[config.mk]
export PLATFORM = sky130hd
export DESIGN_NAME = ws_keyscan_flat
export DESIGN_NICKNAME = d
export VERILOG_FILES = /design/src/rtl/ws_keyscan_if.sv /design/src/rtl/ws_keyscan.sv /design/src/flat_wrapper.sv
export SDC_FILE = /design/constraint.sdc
export NUM_CORES = 1
export LEC_CHECK = 0
export CORE_MARGIN = 2
export CORE_UTILIZATION = 25
export DETAILED_ROUTE_END_ITERATION = 10
export PLACE_DENSITY_LB_ADDON = 0.2
export SYNTH_ARGS = -nofsm -noshare
export SYNTH_HDL_FRONTEND = slang
export SYNTH_SLANG_ARGS = --single-unit
[constraint.sdc]
create_clock -name clk_in -period 17.6 [get_ports clk_in]
set_input_delay 3.52 -clock clk_in [delete_from_list [all_inputs] [get_ports clk_in]]
set_output_delay 3.52 -clock clk_in [all_outputs]
set_load 0.01 [all_outputs]
[src/rtl/ws_keyscan_if.sv]
`timescale 1ns/1ps
// Keyboard-pin and core-side bundle for ws_keyscan: column drive, row sense,
// keycode handshake and status flags.
interface ws_keyscan_if #(
  parameter int NCOLS = 11,
  parameter int NROWS = 4,
  parameter int KW    = $clog2(NCOLS * NROWS)
);
  logic             scan_en_in;
  logic [NCOLS-1:0] col_oe_o;
  logic [NROWS-1:0] rows_in;
  logic [KW-1:0]    key_code_o;
  logic             key_valid_o;
  logic             key_ready_in;
  logic             key_down_o;
  logic             overflow_o;
  logic             ovf_clr_in;

  modport slave (
    input  scan_en_in, rows_in, key_ready_in, ovf_clr_in,
    output col_oe_o, key_code_o, key_valid_o, key_down_o, overflow_o
  );

  modport master (
    output scan_en_in, rows_in, key_ready_in, ovf_clr_in,
    input  col_oe_o, key_code_o, key_valid_o, key_down_o, overflow_o
  );
endinterface

[src/rtl/ws_keyscan.sv]
`timescale 1ns/1ps
// Generic NCOLS x NROWS key-matrix scanner: open-drain column walk, whole-scan
// debounce with single-key lockout, and a keycode FIFO with valid/ready.
module ws_keyscan #(
  parameter int NCOLS          = 11,
  parameter int NROWS          = 4,
  parameter int SETTLE_CYC     = 16,
  parameter int DEBOUNCE_SCANS = 4,
  parameter int FIFO_DEPTH     = 4
) (
  input  logic        clk_in,
  input  logic        rst_n_in,
  ws_keyscan_if.slave bus
);
  localparam int NKEYS = NCOLS * NROWS;
  localparam int KW    = $clog2(NKEYS);
  localparam int CW    = $clog2(NCOLS);
  localparam int SW    = (SETTLE_CYC > 1) ? $clog2(SETTLE_CYC) : 1;
  localparam int AW    = $clog2(FIFO_DEPTH);
  localparam logic [3:0] DB_MAX = 4'(DEBOUNCE_SCANS);

  typedef enum logic [1:0] {
    ST_IDLE   = 2'd0,
    ST_DRIVE  = 2'd1,
    ST_SAMPLE = 2'd2,
    ST_EVAL   = 2'd3
  } state_t;

  state_t           r_state, w_state_nx;
  logic [CW-1:0]    r_col, w_col_nx;
  logic [SW-1:0]    r_settle, w_settle_nx;
  logic [NCOLS-1:0] r_col_oe, w_col_oe_nx;
  logic [NKEYS-1:0] r_image;
  logic [1:0]       w_nset;
  logic [KW-1:0]    w_code;
  logic             r_cand_key, w_cand_key_nx;
  logic [KW-1:0]    r_cand, w_cand_nx;
  logic [3:0]       r_count, w_count_nx, w_count_inc;
  logic             r_key_down, w_down_nx, w_push;
  logic [KW-1:0]    r_mem [FIFO_DEPTH];
  logic [AW-1:0]    r_rd, r_wr, w_rd_nx, w_wr_nx;
  logic [AW:0]      r_fill, w_fill_nx;
  logic             w_pop, w_full, w_wr_en, w_drop;
  logic [KW-1:0]    w_head_nx, r_key_code;
  logic             r_key_valid, r_ovf;

  // Scan sequencer; the column enable is registered from the next state.
  always_comb begin
    w_state_nx  = r_state;
    w_col_nx    = r_col;
    w_settle_nx = r_settle;
    case (r_state)
      ST_IDLE: begin
        if (bus.scan_en_in) begin
          w_state_nx  = ST_DRIVE;
          w_col_nx    = {CW{1'b0}};
          w_settle_nx = {SW{1'b0}};
        end else begin
          w_state_nx = ST_IDLE;
        end
      end
      ST_DRIVE: begin
        if (r_settle == SW'(SETTLE_CYC - 1)) begin
          w_state_nx = ST_SAMPLE;
        end else begin
          w_settle_nx = r_settle + SW'(1);
        end
      end
      ST_SAMPLE: begin
        if (r_col == CW'(NCOLS - 1)) begin
          w_state_nx = ST_EVAL;
        end else begin
          w_state_nx  = ST_DRIVE;
          w_col_nx    = r_col + CW'(1);
          w_settle_nx = {SW{1'b0}};
        end
      end
      ST_EVAL: begin
        w_col_nx    = {CW{1'b0}};
        w_settle_nx = {SW{1'b0}};
        if (bus.scan_en_in) begin
          w_state_nx = ST_DRIVE;
        end else begin
          w_state_nx = ST_IDLE;
        end
      end
      default: w_state_nx = ST_IDLE;
    endcase
    if (w_state_nx == ST_DRIVE || w_state_nx == ST_SAMPLE) begin
      w_col_oe_nx = NCOLS'(1) << w_col_nx;
    end else begin
      w_col_oe_nx = {NCOLS{1'b0}};
    end
  end

  always_ff @(posedge clk_in or negedge rst_n_in) begin
    if (!rst_n_in) begin
      r_state  <= ST_IDLE;
      r_col    <= {CW{1'b0}};
      r_settle <= {SW{1'b0}};
      r_col_oe <= {NCOLS{1'b0}};
      r_image  <= {NKEYS{1'b0}};
    end else begin
      r_state  <= w_state_nx;
      r_col    <= w_col_nx;
      r_settle <= w_settle_nx;
      r_col_oe <= w_col_oe_nx;
      if (r_state == ST_SAMPLE) begin
        for (int c = 0; c < NCOLS; c++) begin
          if (CW'(c) == r_col) r_image[c*NROWS +: NROWS] <= ~bus.rows_in;
        end
      end
    end
  end

  // Scan image classification: 0, 1 or 2+ closed keys, and the code of one of them.
  always_comb begin
    w_nset = 2'd0;
    w_code = {KW{1'b0}};
    for (int i = NKEYS - 1; i >= 0; i--) begin
      if (r_image[i]) begin
        w_code = KW'(i);
        if (w_nset != 2'd2) w_nset = w_nset + 2'd1;
      end
    end
  end

  always_comb begin
    w_cand_key_nx = r_cand_key;
    w_cand_nx     = r_cand;
    w_count_nx    = r_count;
    w_down_nx     = r_key_down;
    w_push        = 1'b0;
    w_count_inc   = (r_count >= DB_MAX) ? DB_MAX : r_count + 4'd1;
    if (r_state == ST_EVAL) begin
      case (w_nset)
        2'd0: begin
          w_cand_key_nx = 1'b0;
          w_count_nx    = r_cand_key ? 4'd1 : w_count_inc;
          if (w_count_nx == DB_MAX) w_down_nx = 1'b0;
          else                      w_down_nx = r_key_down;
        end
        2'd1: begin
          w_cand_key_nx = 1'b1;
          w_cand_nx     = w_code;
          w_count_nx    = (r_cand_key && r_cand == w_code) ? w_count_inc : 4'd1;
          if (w_count_nx == DB_MAX && !r_key_down) begin
            w_down_nx = 1'b1;
            w_push    = 1'b1;
          end else begin
            w_down_nx = r_key_down;
          end
        end
        default: begin
          w_cand_key_nx = 1'b0;
          w_cand_nx     = {KW{1'b0}};
          w_count_nx    = 4'd0;
        end
      endcase
    end else begin
      w_push = 1'b0;
    end
  end

  always_ff @(posedge clk_in or negedge rst_n_in) begin
    if (!rst_n_in) begin
      r_cand_key <= 1'b0;
      r_cand     <= {KW{1'b0}};
      r_count    <= 4'd0;
      r_key_down <= 1'b0;
    end else begin
      r_cand_key <= w_cand_key_nx;
      r_cand     <= w_cand_nx;
      r_count    <= w_count_nx;
      r_key_down <= w_down_nx;
    end
  end

  // FIFO bookkeeping; the next head is precomputed so the outputs stay registered.
  always_comb begin
    w_pop   = r_key_valid & bus.key_ready_in;
    w_full  = (r_fill == (AW+1)'(FIFO_DEPTH));
    w_wr_en = w_push & (~w_full | w_pop);
    w_drop  = w_push & w_full & ~w_pop;
    w_rd_nx = w_pop ? r_rd + AW'(1) : r_rd;
    w_wr_nx = w_wr_en ? r_wr + AW'(1) : r_wr;
    case ({w_wr_en, w_pop})
      2'b10:   w_fill_nx = r_fill + (AW+1)'(1);
      2'b01:   w_fill_nx = r_fill - (AW+1)'(1);
      default: w_fill_nx = r_fill;
    endcase
    w_head_nx = (w_wr_en && (w_rd_nx == r_wr)) ? w_code : r_mem[w_rd_nx];
  end

  always_ff @(posedge clk_in or negedge rst_n_in) begin
    if (!rst_n_in) begin
      for (int i = 0; i < FIFO_DEPTH; i++) r_mem[i] <= {KW{1'b0}};
      r_rd        <= {AW{1'b0}};
      r_wr        <= {AW{1'b0}};
      r_fill      <= {(AW+1){1'b0}};
      r_key_code  <= {KW{1'b0}};
      r_key_valid <= 1'b0;
      r_ovf       <= 1'b0;
    end else begin
      if (w_wr_en) r_mem[r_wr] <= w_code;
      r_rd        <= w_rd_nx;
      r_wr        <= w_wr_nx;
      r_fill      <= w_fill_nx;
      r_key_valid <= (w_fill_nx != {(AW+1){1'b0}});
      if (w_fill_nx != {(AW+1){1'b0}}) r_key_code <= w_head_nx;
      if (w_drop)               r_ovf <= 1'b1;
      else if (bus.ovf_clr_in)  r_ovf <= 1'b0;
    end
  end

  assign bus.col_oe_o    = r_col_oe;
  assign bus.key_code_o  = r_key_code;
  assign bus.key_valid_o = r_key_valid;
  assign bus.key_down_o  = r_key_down;
  assign bus.overflow_o  = r_ovf;
endmodule

[src/flat_wrapper.sv]
// flat-port wrapper written by rule: the top's interface ports become plain ports
module ws_keyscan_flat 
#(
  parameter int NCOLS          = 11,
  parameter int NROWS          = 4,
  parameter int SETTLE_CYC     = 16,
  parameter int DEBOUNCE_SCANS = 4,
  parameter int FIFO_DEPTH     = 4
)
  (clk_in, rst_n_in, bus_scan_en_in, bus_rows_in, bus_key_ready_in, bus_ovf_clr_in, bus_col_oe_o, bus_key_code_o, bus_key_valid_o, bus_key_down_o, bus_overflow_o);
  ws_keyscan_if #(.NCOLS(NCOLS), .NROWS(NROWS)) bus_i ();
  input  logic clk_in;
  input  logic rst_n_in;
  input wire logic [$bits(bus_i.scan_en_in)-1:0] bus_scan_en_in;
  input wire logic [$bits(bus_i.rows_in)-1:0] bus_rows_in;
  input wire logic [$bits(bus_i.key_ready_in)-1:0] bus_key_ready_in;
  input wire logic [$bits(bus_i.ovf_clr_in)-1:0] bus_ovf_clr_in;
  output wire logic [$bits(bus_i.col_oe_o)-1:0] bus_col_oe_o;
  output wire logic [$bits(bus_i.key_code_o)-1:0] bus_key_code_o;
  output wire logic [$bits(bus_i.key_valid_o)-1:0] bus_key_valid_o;
  output wire logic [$bits(bus_i.key_down_o)-1:0] bus_key_down_o;
  output wire logic [$bits(bus_i.overflow_o)-1:0] bus_overflow_o;
  assign bus_i.scan_en_in = bus_scan_en_in;
  assign bus_i.rows_in = bus_rows_in;
  assign bus_i.key_ready_in = bus_key_ready_in;
  assign bus_i.ovf_clr_in = bus_ovf_clr_in;
  assign bus_col_oe_o = bus_i.col_oe_o;
  assign bus_key_code_o = bus_i.key_code_o;
  assign bus_key_valid_o = bus_i.key_valid_o;
  assign bus_key_down_o = bus_i.key_down_o;
  assign bus_overflow_o = bus_i.overflow_o;
  ws_keyscan #(.NCOLS(NCOLS), .NROWS(NROWS), .SETTLE_CYC(SETTLE_CYC), .DEBOUNCE_SCANS(DEBOUNCE_SCANS), .FIFO_DEPTH(FIFO_DEPTH)) u_core (.clk_in(clk_in), .rst_n_in(rst_n_in), .bus(bus_i));
endmodule
Word-level counts from Yosys, hierarchy flattened
Index checks and enable logic that the tools add are counted.
Word-level totals
  word-level logic and storage cells: 361
  register bits: 116
  input port bits: 9
  output and inout bits: 20
Operators by class
  reduce and logical (&&, ||, !) cells: 27
  bitwise logic cells: 11
  eq/ne operators: 73
  magnitude comparators: 4
  shift operators: 1
  $add $sub $neg: 50
  multiplexer cells: 166
Operator list (number)
  6-bit 2-to-1 mux: 48
  2-bit 2-to-1 mux: 89
  2-bit inequality test, second input constant: 45
  2-bit by 1-bit adder with 2-bit output, second input constant: 44
  4-bit 2-to-1 mux: 8
  24-bit bitwise mux: 1
  2-bit AND reduction: 12
  3-bit by 4-bit equality test with 1-bit output, first input constant: 4
  4-bit one-hot mux with 4 select lines: 1
  4-bit by 1-bit adder with 4-bit output, second input constant: 3
  6-bit binary-select mux with 2-bit select: 1
  6-bit demux with 2-bit select: 1
  4-bit equality test, first input constant: 3
  4-bit one-hot mux with 3 select lines: 1
  6-bit one-hot mux with 2 select lines: 1
  11-bit 2-to-1 mux: 1
  1-bit by 4-bit left shift with 11-bit output, first input constant: 1
  1-bit 2-to-1 mux: 10
  2-bit by 1-bit equality test with 1-bit output, second input constant: 4
  2-bit equality test, second input constant: 4
  2-bit by 4-bit equality test with 1-bit output, first input constant: 2
  4-bit by 3-bit equality test with 1-bit output, second input constant: 2
  4-bit equality test, second input constant: 2
  4-bit one-hot mux with 2 select lines: 1
  other kinds (30): 43

Logic depth before layout (Yosys ltp)
  depth after elaboration: 137
  depth in mapped cells: 76
  mapped depth without buffers: 69

Least setup slack after synthesis
No wires, ideal clock.
  path kind: reg2reg
  from: register u_core.r_image[42]
  to: register u_core.r_key_code[3], in the netlist u_core.bus.key_code_o[3]
  stages on the path, launching flop included: 73
  data required time: 17.459 ns
  path slack: 0.510 ns
  data arrival time: 16.949 ns
  setup time: 0.141 ns
  clock period less this slack: 17.090 ns
  path buffers: 4
  cells stage by stage: dfrtp_1 > inv_1 > ha_1 > or4b_1 > o211ai_2 > nor3_1 > o311a_1 > a2111o_1 > a41o_1 > a21o_1 > a221o_1 > a31o_1 > buf_2 > o32ai_1 > a21oi_1 > a22oi_1 > o21ai_1 > o211a_2 > [... 37 more ...] > xnor2_1 > o21ai_0 > ha_1 > a21oi_1 > ha_1 > o22a_1 > buf_6 > nor4_2 > inv_1 > ha_1 > fa_1 > xnor2_1 > nor2_1 > xnor2_1 > nand3_1 > clkbuf_1 > nor2_1 > a31oi_1
Between the ends
  cells in the longest elaborated chain, start to end: 134
  elaborated cells on any way between the ends: 228
  classes of those cells: add/sub (42); eq/ne (47); mux (134); bitwise (1); reduce/logical (4)
Ends and longest elaborated chain
  start: declaration: line ws_keyscan.sv:33  | logic [NKEYS-1:0] r_image;
  start signal: assignment: line ws_keyscan.sv:102  | r_image <= {NKEYS{1'b0}};
  start signal: indexed assignment: line ws_keyscan.sv:110  | if (CW'(c) == r_col) r_image[c*NROWS +: NROWS] <= ~bus.rows_in;
  2-bit 2-to-1 mux: line ws_keyscan.sv:121  | if (r_image[i]) begin
  2-bit by 1-bit adder with 2-bit output or 2-bit inequality test (tied branches): line ws_keyscan.sv:123  | if (w_nset != 2'd2) w_nset = w_nset + 2'd1;
  2-bit 2-to-1 mux: line ws_keyscan.sv:123
  2-bit 2-to-1 mux: line ws_keyscan.sv:121
  2-bit by 1-bit adder with 2-bit output or 2-bit inequality test (tied branches): line ws_keyscan.sv:123
  2-bit 2-to-1 mux: line ws_keyscan.sv:123
  2-bit 2-to-1 mux: line ws_keyscan.sv:121
  2-bit by 1-bit adder with 2-bit output or 2-bit inequality test (tied branches): line ws_keyscan.sv:123
  [... 118 more ...]
  2-bit 2-to-1 mux: line ws_keyscan.sv:121
  2-bit by 1-bit equality test with 1-bit output: line ws_keyscan.sv:136  | case (w_nset)
  1-bit 2-to-1 mux: line ws_keyscan.sv:136
  1-bit 2-to-1 mux: line ws_keyscan.sv:135  | if (r_state == ST_EVAL) begin
  1-bit AND: line ws_keyscan.sv:183  | w_wr_en = w_push & (~w_full | w_pop);
  2-bit by 1-bit equality test with 1-bit output or 2-bit equality test (tied branches): line ws_keyscan.sv:187  | case ({w_wr_en, w_pop})
  3-bit one-hot mux with 2 select lines: line ws_keyscan.sv:187
  3-bit nonzero test: line ws_keyscan.sv:210  | if (w_fill_nx != {(AW+1){1'b0}}) r_key_code <= w_head_nx;
  end signal: assignment: line ws_keyscan.sv:201  | r_key_code <= {KW{1'b0}};
  end signal: assignment: line ws_keyscan.sv:210
  end: declaration: line ws_keyscan.sv:44  | logic [KW-1:0] w_head_nx, r_key_code;
Parallel ways exist; a longest one is shown, timed or not.
A chain may end at the register's enable or synchronous reset.

Worst setup path in the final report
  from: register u_core.r_image[43]
  to: register u_core.r_key_code[2], in the netlist u_core.bus.key_code_o[2]
Between the ends
  cells in the longest elaborated chain, start to end: 137
  elaborated cells on any way between the ends: 233
  classes of those cells: add/sub (43); eq/ne (48); mux (137); bitwise (1); reduce/logical (4)
Ends and longest elaborated chain (line)
  1-bit 2-to-1 mux: ws_keyscan.sv:121
  1-bit by 1-bit adder with 2-bit output or 1-bit by 2-bit inequality test with 1-bit output (tied branches): ws_keyscan.sv:123
  2-bit 2-to-1 mux: ws_keyscan.sv:123
  2-bit 2-to-1 mux: ws_keyscan.sv:121
  2-bit by 1-bit adder with 2-bit output or 2-bit inequality test (tied branches): ws_keyscan.sv:123
  2-bit 2-to-1 mux: ws_keyscan.sv:123
  2-bit 2-to-1 mux: ws_keyscan.sv:121
  2-bit by 1-bit adder with 2-bit output or 2-bit inequality test (tied branches): ws_keyscan.sv:123
  [... 121 more ...]
  2-bit 2-to-1 mux: ws_keyscan.sv:121
  2-bit by 1-bit equality test with 1-bit output: ws_keyscan.sv:136
  1-bit 2-to-1 mux *: ws_keyscan.sv:136
  1-bit 2-to-1 mux *: ws_keyscan.sv:135
  1-bit AND *: ws_keyscan.sv:183
  2-bit by 1-bit equality test with 1-bit output or 2-bit equality test (tied branches): ws_keyscan.sv:187
  3-bit one-hot mux with 2 select lines: ws_keyscan.sv:187
  3-bit nonzero test: ws_keyscan.sv:210
Mark *: on every way between the ends. The rest lies on a longest branch, timed or not.

==> flow_metrics.py <==
metrics = {
    "clock_tree": {
        "cts_buffer_depth": 2,
        "path_clk_slew_ns": 0.06,
        "clk_root_buffer_cell": "clkbuf_16",
        "clock-sinks": 116,
        "cts_tree": "done",
        "cts.htree.levels": 4,
        "clk_latency_ns": 0.41,
        "cts_buffers": 17,
    },
    "synth": {
        "synthFlopType": "dfrtp_1",
        "ys_seq_elements": 116,
        "synth_edf_count": 0,
        "syn-cell-area_um2": 12110,
        "yosys.area.top_type_share": 0.2398,
        "seq_area_frac_synth": 0.2398,
        "syn_area_per_cell_um2": 7.986,
        "synth_fp_nets": 1548,
        "yosysTopAreaCell": "dfrtp_1",
        "synthCells": 1516,
        "async_flop_share": 1.000,
        "ys_warn_count": 0,
        "synth.distinct_cells": 124,
        "ys_top_cells_by_area": "dfrtp_1 (24%), nand2_1 (4.6%), nor2_1 (3.8%), a21oi_1 (3.6%), o21ai_0 (3.4%)",
    },
    "sta": {
        "max_slew_margin": 0.3973,
        "setup_violations": 0,
        "min_period_ns": 17.22,
        "max_freq_ghz": 0.05808,
        "finalCritPeriodShare": 0.9783,
        "worst_pin_slew_ns": 0.9010,
        "hold_viol_final": 0,
        "holdWs_ns": 0.4850,
        "timing.final.ws_setup_ns": 0.3820,
        "clock_skew_ns": 0.01032,
        "grt_setup_unrepaired": "true",
        "slew_viol_final": 0,
    },
    "power_and_ir_drop": {
        "p_seq_frac": 0.389,
        "netSwitchingFraction": 0.2310,
        "pwr_density_cell_nw_per_um2": 39.08,
        "power_frac_clock": 0.574,
        "power.switching_mw": 0.1596,
        "power_frac_comb": 0.037,
        "internal_power_mw": 0.5313,
        "ir_worst_vdd_mv": 0.06147,
        "p_leak_nw": 7.355,
    },
    "final_layout": {
        "insertedDiodeCount": 0,
        "final_common_cell": "buf_4",
        "finalNonFillerCells": 2448,
        "post-route-util": 0.3703,
        "layout.nets": 1852,
        "drive_gt1_frac": 0.3622,
        "mostFrequentLayoutCells": "buf_4 (322), nand2_1 (142), dfrtp_1 (116)",
        "syn2layout_area_growth_pct": 46.03,
        "stdcell_area_um2": 17680,
    },
    "route": {
        "drt_wl_total_mm": 40.20,
        "dr.first_iter.drc_count": 907,
        "detail-route-antenna-nets": 0,
        "dr.pass1.iters": 5,
        "drc": 0,
        "wl_per_cell_um": 16.42,
        "vias_per_cell": 5.317,
        "vias": 13016,
    },
    "flow_run": {
        "drv_cap": 0,
    },
    "placed_design": {
        "dp_slack_ns": -0.4351,
        "placed_area_um2": 14850,
        "place_inst": 2350,
        "portBuffers": 28,
        "post-dp-hpwl_mm": 29.38,
        "place_congestion": 0.8581,
    },
    "grt": {
        "grt_pass1_vias": 12474,
        "grt_usage": 0.1526,
        "grt.overflow.total": 0,
        "grt_start_max_net_pins": 70,
        "grt_pass1_wl_mm": 64.36,
        "antenna_found_initial": 0,
    },
    "critical_path": {
        "cp_slowest_cell": "or4b_4",
        "crit_fanout": 7,
        "required_ns": 17.88,
        "cpPeakStageDelay_ns": 0.51,
        "start_kind": "flip-flop",
        "criticalPathCategory": "reg -> reg",
        "crit_top_cell": "buf_4",
        "endpoint_kind": "flip-flop",
        "critPathArrivalTime_ns": 17.50,
    },
    "floorplanning": {
        "die_w_um": 224.1,
        "design.core.area_um2": 47750,
        "design.die.area_um2": 50200,
        "start_util": 0.2536,
        "rows": 80,
        "num_io_pins": 29,
        "die_h_um": 224.1,
    },
    "status": {
        "outcome": "finished clean",
    },
    "hold_path": {
        "hold_path_class": "reg -> reg",
    },
}
## power groups by stage
stage,combinational (mW),clock [mW],sequential (mW)
6_report,0.0255,0.397,0.268
5_1_grt,0.0283,0.418,0.268
4_1_cts,0.0238,0.404,0.268
3_5_place_dp,0.0234,0,0.273
3_3_place_gp,0.0231,0,0.273
2_1_floorplan,0.0118,0,0.272
## sequential cells by signal, summed over array words and instances (netlist names)
name / flops
u_core.r_image: 44
u_core.r_mem: 24
u_core.bus.col_oe_o: 11
u_core.bus.key_code_o: 6
u_core.r_cand: 6
u_core.r_col: 4
u_core.r_count: 4
u_core.r_settle: 4
u_core.r_fill: 3
u_core.r_rd: 2
u_core.r_state: 2
u_core.r_wr: 2
u_core.bus.key_down_o: 1
u_core.bus.key_valid_o: 1
u_core.bus.overflow_o: 1
u_core.r_cand_key: 1
## metal layers
| layer | wire, µm | part of all wire | GRT usage | vias up |
|---|---|---|---|---|
| met5 | 0 | 0 | 0 | - |
| met4 | 504 | 0.013 | 0.02817 | 0 |
| met3 | 823 | 0.020 | 0.01338 | 41 |
| met2 | 19070 | 0.47 | 0.2523 | 174 |
| met1 | 19800 | 0.49 | 0.2174 | 6385 |
| li1 | - | - | - | 6416 |
## path summary, 6_finish.rpt
path	start	to	slack, ns	depth (start not counted)
min reg2reg	u_core.r_mem[9]	u_core.r_mem[9]	0.49	1
min	u_core.r_mem[9]	u_core.r_mem[9]	0.49	1
max reg2reg	u_core.r_image[43]	u_core.bus.key_code_o[2]	0.38	80
max	u_core.r_image[43]	u_core.bus.key_code_o[2]	0.38	80
min in group asynchronous	rst_n_in	u_core.r_fill[0]	3.23	1
max in group asynchronous	rst_n_in	u_core.r_col[2]	13.18	2
## logic make-up after synthesis
group / share of synthesized area
xor+xnor: 0.04775
flops: 0.2398
mux: 0.05240
buf+inv: 0.05415
compound gates: 0.3492
fa+ha+maj: 0.02439
simple gates: 0.2323
## final cells by class
cell class / count / area (µm²)
inverter: 79 / 296.5
clock buffer: 17 / 425.4
multi-input combinational: 1239 / 10160
tap: 615 / 769.5
sequential: 116 / 2903
clock inverter: 15 / 240.2
timing repair buffer: 367 / 2884
fill: 4830 / 30070
## what timing repair did
item / CTS / global route
resized for setup: 58 / 253
pin swaps: 7 / 128
buffers inserted: 6 / 60
gates cloned: 0 / 2
hold buffers: 0 / 0
setup endpoints to repair: 9 / 48
## worst max-delay path, delay by kind of cell (launching register included)
family	cells	cell delay, ns
xor gates and xnor gates	3	0.64
DFF	1	0.38
buffers and inverters	16	2.55
AOI/OAI and AO/OA	34	7.21
adders and majority gates	4	0.92
and+or+nand+nor	21	4.73
muxes	2	0.66
## synth_stat cells (7+ instances only)
master / count
xnor2_1: 43
or2_2: 11
nand2_1: 148
a21oi_1: 88
ha_1: 22
o211a_1: 8
nor2_1: 123
o21ai_0: 82
o32ai_1: 9
nor3_1: 44
a311oi_1: 10
mux2_1: 16
nand3_1: 48
xor2_1: 16
clkbuf_1: 68
inv_1: 73
o221ai_1: 9
a31oi_1: 25
nand4_1: 16
mux2i_1: 14
nand2b_1: 14
a41oi_1: 10
o211ai_1: 24
dfrtp_1: 116
and2_1: 24
o31ai_1: 28
o22ai_1: 10
a211o_1: 11
mux2_2: 12
and4_1: 11
a211oi_1: 22
o21a_1: 17
o2111ai_1: 13
or3_1: 17
o21ai_1: 20
and3_1: 16
nor4_1: 13
a21o_1: 23
or4_1: 7
## metrics by stage
step | total power, mW | TNS (ns)
after CTS | 0.6964 | 0
after detailed placement | 0.2966 | -2.826
after global placement | 0.2963 | -2.300
after global routing | 0.7151 | -2.807
final | 0.6909 | 0
after floorplan | 0.2843 | 0
Note: power is estimated with default switching activity, not from simulation.
